`src/rtl/mtx_sequencer.sv`:
```
// rtl/mtx_sequencer.sv - MMULT sequencer: per-element operand fetch and systolic MULT/MAC/RESULT issue
module mtx_sequencer #(
  parameter int AW = 10,
  parameter int CW = 4,
  parameter int RW = 5
) (
  input  logic          clk,
  input  logic          reset,
  input  logic          advance,
  input  logic          start,
  input  logic [RW-1:0] src_reg,
  input  logic [RW-1:0] dst_reg,
  input  logic          cfg_wr,
  input  logic [CW:0]   cfg_din,
  input  logic          base_wr,
  input  logic [AW-1:0] base_din,
  input  logic          datack,
  output logic          mreq,
  output logic [AW-1:0] maddr,
  output logic          mwait,
  output logic          busy,
  output logic          atomic,
  output logic [1:0]    ins_op,
  output logic [RW-1:0] ins_src,
  output logic [RW-1:0] ins_dst,
  output logic          half,
  output logic          done
);

  // Encoding doubles as the ins_op code: IDLE=none, FIRST=MULT, MAC=MAC, RESULT=RESULT.
  typedef enum logic [1:0] {
    IDLE   = 2'b00,
    FIRST  = 2'b01,
    MAC    = 2'b10,
    RESULT = 2'b11
  } state_t;

  state_t        state, state_next;
  logic [CW:0]   count;
  logic [CW:0]   step;
  logic [CW-1:0] width_reg;
  logic          col_reg;
  logic          pending;
  logic          done_next;
  logic [CW:0]   width_full;
  logic          accept;
  logic          in_products;

  // A zero width field means the full 2^CW elements.
  assign width_full  = {(width_reg == '0), width_reg};
  assign accept      = (state == IDLE) && start && advance;
  assign in_products = (state == FIRST) || (state == MAC);

  always_comb begin
    state_next = state;
    done_next  = 1'b0;
    case (state)
      IDLE:   if (accept) state_next = FIRST;
      FIRST:  if (advance) state_next = (count == (CW+1)'(1)) ? RESULT : MAC;
      MAC:    if (advance && count == (CW+1)'(1)) state_next = RESULT;
      RESULT: if (advance) begin
                state_next = IDLE;
                done_next  = 1'b1;
              end
      default: state_next = IDLE;
    endcase
  end

  assign busy   = (state != IDLE);
  assign atomic = busy | (start & ~busy);
  assign ins_op = state;
  assign mwait  = pending & ~datack;
  assign mreq   = in_products | mwait;

  always_ff @(posedge clk or posedge reset) begin
    if (reset) begin
      state     <= IDLE;
      count     <= '0;
      step      <= (CW+1)'(1);
      width_reg <= '0;
      col_reg   <= 1'b0;
      maddr     <= '0;
      pending   <= 1'b0;
      half      <= 1'b0;
      ins_src   <= '0;
      ins_dst   <= '0;
      done      <= 1'b0;
    end else begin
      state   <= state_next;
      done    <= done_next;
      pending <= mreq;

      if (cfg_wr) begin
        width_reg <= cfg_din[CW-1:0];
        col_reg   <= cfg_din[CW];
      end

      // An explicit base load wins over an acknowledge-driven stride step.
      if (base_wr)
        maddr <= base_din;
      else if (pending && datack)
        maddr <= maddr + {{(AW-CW-1){1'b0}}, step};

      if (accept) begin
        count   <= width_full;
        step    <= col_reg ? width_full : (CW+1)'(1);
        ins_src <= src_reg;
        ins_dst <= dst_reg;
        half    <= 1'b0;
      end else if (advance && in_products) begin
        count <= count - (CW+1)'(1);
        half  <= ~half;
        if (half) ins_src <= ins_src + RW'(1);
      end
    end
  end

endmodule
```
`config.mk`:
```
export PLATFORM = sky130hd
export DESIGN_NAME = mtx_sequencer
export DESIGN_NICKNAME = d
export VERILOG_FILES = /design/src/rtl/mtx_sequencer.sv
export SDC_FILE = /design/constraint.sdc
export NUM_CORES = 1
export LEC_CHECK = 0
export CAP_MARGIN = 20
export CORE_MARGIN = 2
export CORE_UTILIZATION = 40
export CTS_CLUSTER_DIAMETER = 200
export DETAILED_ROUTE_END_ITERATION = 7
export DONT_BUFFER_PORTS = 1
export PLACE_DENSITY = 0.55
export SETUP_SLACK_MARGIN = 0.3
export SYNTH_ARGS = -nofsm -noshare
export SYNTH_HDL_FRONTEND = slang
export SYNTH_SLANG_ARGS = --single-unit
```
`constraint.sdc`:
```
create_clock -name clk -period 2.4 [get_ports clk]
set_input_delay 0.24 -clock clk [delete_from_list [all_inputs] [get_ports clk]]
set_output_delay 0.24 -clock clk [all_outputs]
set_load 0.01 [all_outputs]
```
==> results of run 1 <==
[worst max-delay path by stage]
stage	end	slack (ns)
floorplan	maddr[4]	0.43
global placement	maddr[4]	0.35
detailed placement	maddr[4]	0.33
CTS	maddr[4]	0.32
global route	maddr[4]	0.30
finish	maddr[4]	0.39
[worst max-delay path, stage by stage, from the launching register on]
cell     delay, ns
dfrtp_2       0.44
ha_2          0.22
fa_1          0.42
a21o_2        0.23
a21oi_1       0.17
nor4_1        0.06
or3_1         0.37
[power by group through the flow]
stage	clock network [mW]	registers [mW]	logic (mW)
after floorplan	0	1.19	0.906
after global placement	0	1.26	1.06
after detailed placement	0	1.27	1.07
after CTS	0.451	1.25	1.07
after global routing	0.472	1.29	1.23
final	0.426	1.25	1.06
[cell families (layout without fill, tap and decap cells)]
| family | after synthesis | count (layout) | synth area share [%] |
|---|---|---|---|
| simple gates | 94 | 94 | 20.8 |
| compound gates | 46 | 46 | 14.1 |
| flops | 40 | 40 | 45.3 |
| buf+inv | 19 | 21 | 3.56 |
| fa+ha+maj | 14 | 14 | 8.26 |
| mux | 10 | 10 | 4.86 |
| xor+xnor | 8 | 8 | 3.17 |
[cell usage after synthesis (3+ instances only)]
master    number  area, um^2
ha_1          13         163
xnor2_1        4        35.0
nand2b_1       4        25.0
nor4_1         4        25.0
dfrtp_1       39         976
nand2_1       43         161
nor3_1         3        15.0
clkbuf_1       3        11.3
inv_1         10        37.5
buf_2          6        30.0
mux2_2         6        67.6
nor2_1        12        45.0
xor2_1         4        35.0
and3_1         4        25.0
a221o_1        3        30.0
a21oi_1        9        45.0
nand3_1        8        40.0
o21ai_0       15        75.1
nand4_1        4        25.0
mux2i_1        4        40.0
a211oi_1       3        22.5
[layer usage]
layer	global-route usage, %	vias to the layer above	part of all wire (%)
met1	20.3	743	48
li1	-	826	-
met5	0	-	0
met4	4.74	0	0.31
met2	24.9	35	47
met3	5.29	2	5.0
[layout make-up]
class                   count  area (um^2)
multi-input cells         172         1130
flip-flops and latches     40         1000
well taps                  72         90.1
clock inverters             1         5.00
inverters                  10         37.5
clock buffers               6         72.6
fillers                   553         3060
repair buffers              4         32.5
[what timing repair did]
action	CTS	global route
hold buffers	1	0
gates resized for setup	0	2
buffers inserted	0	0
endpoints found under the hold margin	39	0
endpoints found under the setup margin	0	1
[stage by stage]
step | area (um^2) | hold slack [ns]
6_report | 2370 | 0.0532
5_1_grt | 2370 | 0.0358
4_1_cts | 2370 | 0.0372
3_5_place_dp | 2280 | 0.300
3_3_place_gp | 2280 | 0.298
2_1_floorplan | 2210 | 0.345
==> qor.yml, run 1 <==
min_from: "base_wr"
clockBufferDepth: 2
max_freq_mhz: 497
yosys_warnings: 0
path_class: "reg -> reg"
antenna_found_initial: 0
rrSetupSlack_ns: 0.39
p_per_area_nw_per_um2: 1150
syn_area_um2: 2210
worst_setup_path_start_kind: "flop"
grt_first_pass_wirelength_mm: 7.56
fin_cells: 305
gp_congestion: 0.765
cts_made_buffers: 5
cp.required_ns: 2.57
hold_class: "in -> reg"
min_path_cells: 1
regToRegStartpoint: "maddr[0]"
p_sw_mw: 1.12
regToRegEndpoint: "maddr[4]"
final_util_pct: 43.7
rows: 27
switching_share_pct: 41.0
relSlewSlack_pct: 66.1
final_common_cell: "nand2_1"
finalWirelength_mm: 4.50
start_util_pct: 40.7
r2r.worst_path.cells: 6
crit_start: "maddr[0]"
grt_use_total_pct: 15.7
synth_edf_count: 0
min_to: "maddr[6]"
antenna_left: 0
syn_inst: 231
status: "complete, no violations"
rsz0062_at_grt: "false"
hold_violations: 0
grt_max_degree: 41
die-area_um2: 6140
cp-end-kind: "flop"
cts_max_level: 2
n_antenna_cell: 0
drv_cap: 0
fp.coreArea_um2: 5440
setup_ws_ns: 0.390
crit_fanout: 3
first_global_vias: 1572
ir_worst_vdd_mv: 0.488
path_clk_slew_ns: 0.08
synth_seq_cells: 40
fin_crit_sh_pct: 83.8
post_drt_via_cell_ratio: 5.27
dr.pass1.iters: 4
cts_tree: "done"
power_mw: 2.73
synth_nets: 277
syn_avg_cell_area_um2: 9.58
p_clk_share_pct: 15.6
nNetsFinal: 279
placement.io_buffers: 0
largest_register: "maddr"
route.detailed.drc: 0
largest_reg_flops: 10
intPower_mw: 1.61
worstMarginPinSlew_ns: 0.508
clock_skew_ns: 0.00660
drive_above_1_share_pct: 9.87
finalSetupViolations: 0
syn_to_final_growth_pct: 7.35
dp_cells: 297
io-pin-count: 60
insertion_delay_ns: 0.29
layout_common_cells: "43 x nand2_1, 38 x dfrtp_1, 15 x o21ai_0, 12 x nor2_1, 12 x ha_1"
die_w_um: 78.4
via_count: 1606
cts.sinks: 40
synth.distinct_cells: 48
leakagePower_nw: 1.07
maxSlewViolCount: 0
dieHeight_um: 78.4
finalCriticalPeriod_ns: 2.01
arrival_ns: 2.18
synth_ff_type: "dfrtp_1"
gr-total-overflow: 0
ys_async_sr_fraction_pct: 100
ys_seq_area_share_pct: 45.3
place_ws_ns: 0.328
drtIter0Drc: 78
setup_tns_ns: 0
dp_hpwl_mm: 3.30
combPwrFrac_pct: 38.7
p_seq_share_pct: 45.7
routedWlPerCell_um: 14.8
cts_root_buf: "clkbuf_8"
No activity file was read; power rests on OpenSTA's default activity.
==> run 2: changes to the inputs <==
Settings changed: ABC_AREA from default to 1, PLACE_DENSITY 0.55 to 0.57.
Clock period 2.4 ns to 1.6 ns, I/O delays scaled along.
==> run 2 against run 1 <==
Synthesized cell count rose by 26%; setup slack got worse by 0.36 ns; final cell count rose by 33%; wire length rose by 33%; largest cell class unchanged; largest power group is now combinational cells.
==> qor.yml, run 2 <==
status: "complete, no violations"
final_common_cell: "nand2_1"
syn_inst: 291  # +26%
p_per_area_nw_per_um2: 1950  # +70%
worst_setup_path_start_kind: "flop"
crit_fanout: 2  # -1
synth_seq_cells: 40  # unchanged
combPwrFrac_pct: 53.4  # +15 points
antenna_found_initial: 0  # unchanged
relSlewSlack_pct: 65.0  # -1.2 points
rrSetupSlack_ns: 0.03  # -0.36 ns
grt_use_total_pct: 19.9  # +4.3 points
cts_max_level: 2  # unchanged
cts_root_buf: "clkbuf_8"
p_seq_share_pct: 31.2  # -15 points
dieHeight_um: 79.7  # +1.7%
post_drt_via_cell_ratio: 5.15  # -2.3%
first_global_vias: 2120  # +35%
p_sw_mw: 2.73  # +140%
drv_cap: 0  # unchanged
nNetsFinal: 379  # +36%
insertion_delay_ns: 0.30  # about the same
routedWlPerCell_um: 14.7  # -0.43%
via_count: 2089  # +30%
antenna_left: 0  # unchanged
ys_seq_area_share_pct: 43.7  # -1.6 points
path_class: "reg -> reg"
rows: 27  # unchanged
synthTopCellsByArea: "dfrtp_1 43%, nand2_1 14%, ha_1 7.1%"
switching_share_pct: 42.6  # +1.6 points
yosys_warnings: 0  # unchanged
synth_commonest_cells: "88 x nand2_1, 39 x dfrtp_1, 29 x inv_1"
drtIter0Drc: 68  # -13%
grt_max_degree: 41  # unchanged
dr.pass1.iters: 4  # unchanged
intPower_mw: 3.67  # +130%
layout_common_cells: "60 x nand2_1, 34 x dfrtp_1, 23 x inv_1, 21 x nand2_2, 17 x buf_4"
die-area_um2: 6350  # +3.4%
cts_made_buffers: 5  # unchanged
leakagePower_nw: 1.51  # +41%
arrival_ns: 1.75  # -0.43 ns
io-pin-count: 60  # unchanged
hold_class: "in -> reg"
path_clk_slew_ns: 0.08  # about the same
syn_avg_cell_area_um2: 7.88  # -18%
synth_top_cell_by_area: "dfrtp_1"
clockBufferDepth: 2  # unchanged
fin_cells: 406  # +33%
dp_cells: 369  # +24%
finalWirelength_mm: 5.97  # +33%
cp.required_ns: 1.79  # -0.78 ns
design_area_um2: 3280  # +38%
synth.distinct_cells: 33  # -31%
hold_violations: 0  # unchanged
dp_hpwl_mm: 3.83  # +16%
rsz0062_at_grt: "true"
gr-total-overflow: 0  # unchanged
worstMarginPinSlew_ns: 0.525  # +0.0175 ns
largest_register: "maddr"
synth_ff_type: "dfrtp_1"
synth_nets: 337  # +22%
finalSetupViolations: 0  # unchanged
gp_congestion: 0.802  # +4.8%
maxSlewViolCount: 0  # unchanged
fin_crit_sh_pct: 97.9  # +14 points
p_clk_share_pct: 15.3  # -0.3 points
synth_most_common_cell: "nand2_1"
cts.sinks: 40  # unchanged
final_util_pct: 59.6  # +16 points
ir_worst_vdd_mv: 0.833  # +71%
syn_to_final_growth_pct: 43.1
grt_first_pass_wirelength_mm: 9.89  # +31%
max_freq_mhz: 638  # +28%
cp-end-kind: "flop"
synth_edf_count: 0  # unchanged
syn_area_um2: 2290  # +3.6%
synth_top_area_share_pct: 42.6  # -1.5 points
largest_reg_flops: 10  # unchanged
clock_skew_ns: 0.00984  # +0.00324 ns
power_mw: 6.40  # +130%
die_w_um: 79.7  # +1.7%
finalCriticalPeriod_ns: 1.57  # -0.443 ns
start_util_pct: 41.6  # +0.96 points
drive_above_1_share_pct: 37.1  # +27 points
ys_async_sr_fraction_pct: 100  # unchanged
n_antenna_cell: 0  # unchanged
fp.coreArea_um2: 5510  # +1.2%
placement.io_buffers: 0  # unchanged
route.detailed.drc: 0  # unchanged
cts_tree: "done"
place_area_um2: 2560  # +12%
==> run 2: cell count changes in the layout (fill, tap and decap cells not counted), moves of 10 or more <==
cell	delta
o21ai_1	+10
nand2_2	+21
inv_1	+13
dlygate4sd3_1	+14
buf_4	+14
nand2_1	+17
==> run 2: final cells by class <==
type / count / area, um^2
clock buffer: 6 / 72.6
clock inverter: 2 / 60.1
fill: 492 / 2230
inverter: 32 / 143
multi-input combinational: 213 / 1520
sequential: 40 / 1010
tap: 72 / 90.1
timing repair buffer: 41 / 388
==> run 2: worst max-delay path, cell delays in order, from the launching register on <==
cell and delay [ns]:
dfstp_2 0.56, ha_4 0.14, fa_2 0.19, nand2_2 0.06
nand2_2 0.08, nand2_2 0.07, o21ai_2 0.12, nand2_1 0.08
a21oi_2 0.11, nor2_1 0.05
==> run 2: repair_timing <==
action,CTS,global route
gates resized for setup,46,48
endpoints found under the hold margin,52,0
hold buffers,15,0
pin swaps,16,16
gates cloned,1,0
setup endpoints to repair,33,33
buffers inserted,6,7
==> run 2: path summary, 6_finish.rpt <==
check                      cells past startpoint    endpoint     from
max                                            9    maddr[6]  step[0]
min                                            2     col_reg   cfg_wr
max reg2reg                                    9    maddr[6]  step[0]
min reg2reg                                    2     step[0]  step[0]
max in group asynchronous                      3   ins_op[0]    reset
min in group asynchronous                      3  ins_dst[2]    reset
==> run 2: cell families after synthesis <==
kind of cell | count (synthesis) | share of synthesized area (%)
compound gates | 53 | 13.0
xor+xnor | 5 | 1.91
fa+ha+maj | 14 | 7.97
buf+inv | 39 | 7.04
flops | 40 | 43.7
mux | 2 | 0.928
simple gates | 138 | 25.4
==> run 2: power groups by stage <==
stage	Combinational (mW)	Clock [mW]	Sequential, mW
finish	3.42	0.982	2.00
global route	3.86	1.05	2.07
CTS	3.09	1.01	1.97
detailed placement	2.52	0	1.97
global placement	2.48	0	1.97
floorplan	1.89	0	1.97
==> run 2: metrics by stage <==
stage | hold slack, ns | setup TNS [ns] | setup WS (ns)
2_1_floorplan | 0.264 | 0 | 0.0629
6_report | 0.000671 | 0 | 0.0331
4_1_cts | 0.00127 | 0 | 0.0184
3_3_place_gp | 0.225 | 0 | 0.00841
3_5_place_dp | 0.222 | -0.0381 | -0.0374
5_1_grt | 0.00912 | -0.247 | -0.0866
==> run 2: routing by layer <==
metal	wire length [um]	share of wire, %	GRT usage (%)	up-vias
met5	0	0	0	-
met4	87	1.5	6.90	0
met3	266	4.5	4.52	10
met2	2970	50	33.2	48
met1	2650	44	25.5	993
li1	-	-	-	1038
==> run 3: changes to the inputs <==
==> constraint.sdc (replaced) <==
create_clock -name clk -period 1.6 [get_ports clk]
set_input_delay 0.08 -clock clk [delete_from_list [all_inputs] [get_ports clk]]
set_output_delay 0.08 -clock clk [all_outputs]
set_load 0.01 [all_outputs]
==> run 3 against run 2 <==
The flow now finishes with violations (setup timing); die area unchanged; utilization up 2.0 points; sequential power about the same; global-route usage up 0.15 points; first-iteration DRC count down 15%; wire length up 2.0%; clock power down 15%; maximum frequency down 2.9%.
==> qor.yml, run 3 (synthesis gave the netlist of run 2 again) <==
status: "finished with violations"
violations: "setup timing"
max_freq_mhz: 620  # -2.9%
cts_root_buf: "clkbuf_8"
largest_reg_flops: 10  # unchanged
slowest_stage: "dfstp_2"
cts_made_buffers: 5  # unchanged
cp_top_family: "flip-flops"
p_per_area_nw_per_um2: 1880  # -3.8%
antenna_left: 0  # unchanged
layout_common_cells: "54 x nand2_1, 32 x dfrtp_1, 26 x nand2_2, 23 x inv_1, 21 x dlygate4sd3_1"
final_common_cell: "nand2_1"
leakagePower_nw: 1.55  # +2.5%
max_stage_delay_ns: 0.56  # about the same
fin_crit_sh_pct: 101  # +2.9 points
finalCriticalPeriod_ns: 1.61  # +0.0469 ns
nNetsFinal: 389  # +2.6%
io-pin-count: 60  # unchanged
cp.required_ns: 1.79  # about the same
rsz0062_at_grt: "true"
gp_congestion: 0.788  # -1.7%
fin_cells: 416  # +2.5%
setup_ws_ns: -0.0139  # -0.0469 ns
dp_hpwl_mm: 3.80  # -0.66%
clock_skew_ns: 0.00645  # -0.00339 ns
maxSlewViolCount: 0  # unchanged
cts.sinks: 40  # unchanged
n_antenna_cell: 0  # unchanged
largest_register: "maddr"
gr-total-overflow: 0  # unchanged
dieHeight_um: 79.7  # unchanged
drv_cap: 0  # unchanged
start_util_pct: 41.6  # unchanged
worstMarginPinSlew_ns: 0.522  # -0.00336 ns
place_ws_ns: -0.0419  # -0.00448 ns
path_clk_slew_ns: 0.09  # about the same
first_global_vias: 2081  # -1.8%
hold_violations: 0  # unchanged
cp-end-kind: "flop"
cp_common_cell: "nand2_2"
crit_buf_inv: 0  # unchanged
cts_tree: "done"
grt_max_degree: 41  # unchanged
rows: 27  # unchanged
placement.io_buffers: 0  # unchanged
ir_worst_vdd_mv: 0.889  # +6.7%
finalWirelength_mm: 6.09  # +2.0%
grt_use_total_pct: 20.1  # +0.15 points
path_class: "reg -> reg"
die_w_um: 79.7  # unchanged
clockBufferDepth: 2  # unchanged
relSlewSlack_pct: 65.2  # +0.22 points
dr.pass1.iters: 5  # +1
cts_max_level: 2  # unchanged
fp.coreArea_um2: 5510  # unchanged
die-area_um2: 6350  # unchanged
rrSetupSlack_ns: -0.01  # -0.05 ns
insertion_delay_ns: 0.29  # about the same
drtIter0Drc: 58  # -15%
dp_cells: 369  # unchanged
worst_setup_path_start_kind: "flop"
finalSetupViolations: 1  # +1
drive_above_1_share_pct: 40.1  # +3.0 points
arrival_ns: 1.80  # +0.05 ns
hold_class: "in -> reg"
crit_fanout: 2  # unchanged
final_util_pct: 61.6  # +2.0 points
grt_first_pass_wirelength_mm: 10.1  # +2.5%
post_drt_via_cell_ratio: 5.07  # -1.4%
route.detailed.drc: 0  # unchanged
crit_path_cell_trace: "ha_4 -> fa_2 -> nand2_2 -> nand2_2 -> nand2_2 -> o21ai_2 -> nand2_1 -> a21oi_2 -> nor2_1"
syn_to_final_growth_pct: 47.9
setup_tns_ns: -0.0139  # -0.0139 ns
antenna_found_initial: 0  # unchanged
routedWlPerCell_um: 14.6  # -0.43%
via_count: 2111  # +1.1%
## run 3: cell types whose count changed in the layout (fill, tap and decap cells not counted), moves of 3 or more
cell / before / now
buf_6: 8 / 12
nor2_2: 0 / 3
nand2_2: 21 / 26
dlygate4sd3_1: 15 / 21
nand2_1: 60 / 54
## run 3: power by group
group / internal [mW] / total [mW] / switching [mW]
Combinational: 1.66 / 3.51 / 1.85
Clock: 0.462 / 0.837 / 0.375
Sequential: 1.45 / 2.01 / 0.566
## run 3: per-stage QoR
step | instance area, um^2 | power (mW) | hold slack [ns]
3_3_place_gp | 2560 | 4.45 | 0.143
6_report | 3390 | 6.36 | 0.00812
4_1_cts | 3100 | 5.92 | -0.0887
2_1_floorplan | 2420 | 3.86 | 0.184
5_1_grt | 3390 | 6.96 | 0.0101
3_5_place_dp | 2560 | 4.50 | 0.140
## run 3: worst paths after layout
kind	start	endpoint	cells past startpoint
min	base_din[9]	maddr[9]	4
max reg2reg	step[0]	maddr[6]	9
min reg2reg	step[0]	step[0]	2
min in group asynchronous	reset	ins_dst[2]	3
max in group asynchronous	reset	ins_op[0]	3
max	step[0]	maddr[6]	9
## run 3: tightest hold or removal path, stage by stage
cell and delay [ns]:
o21ai_0 0.05, inv_1 0.05, nand2_1 0.05, nand2_1 0.04
## run 3: final cells by class
type	count	area (um^2)
well taps	72	90.1
fillers	470	2120
clock inverters	3	42.5
clock buffers	5	68.8
flip-flops and latches	40	1010
repair buffers	51	498
inverters	32	138
multi-input cells	213	1540
## run 3: metal layers
metal / share of wire [%] / global-route usage [%]
met5: 0 / 0
met4: 0.48 / 5.17
met3: 5.0 / 5.09
met2: 51 / 32.8
met1: 44 / 26.6
## run 3: what timing repair did
action,CTS,global route
setup endpoints to repair,33,34
endpoints found under the hold margin,63,5
cloned,2,0
gates resized for setup,45,62
pin swaps,13,21
setup buffers,9,6
hold buffers,20,2
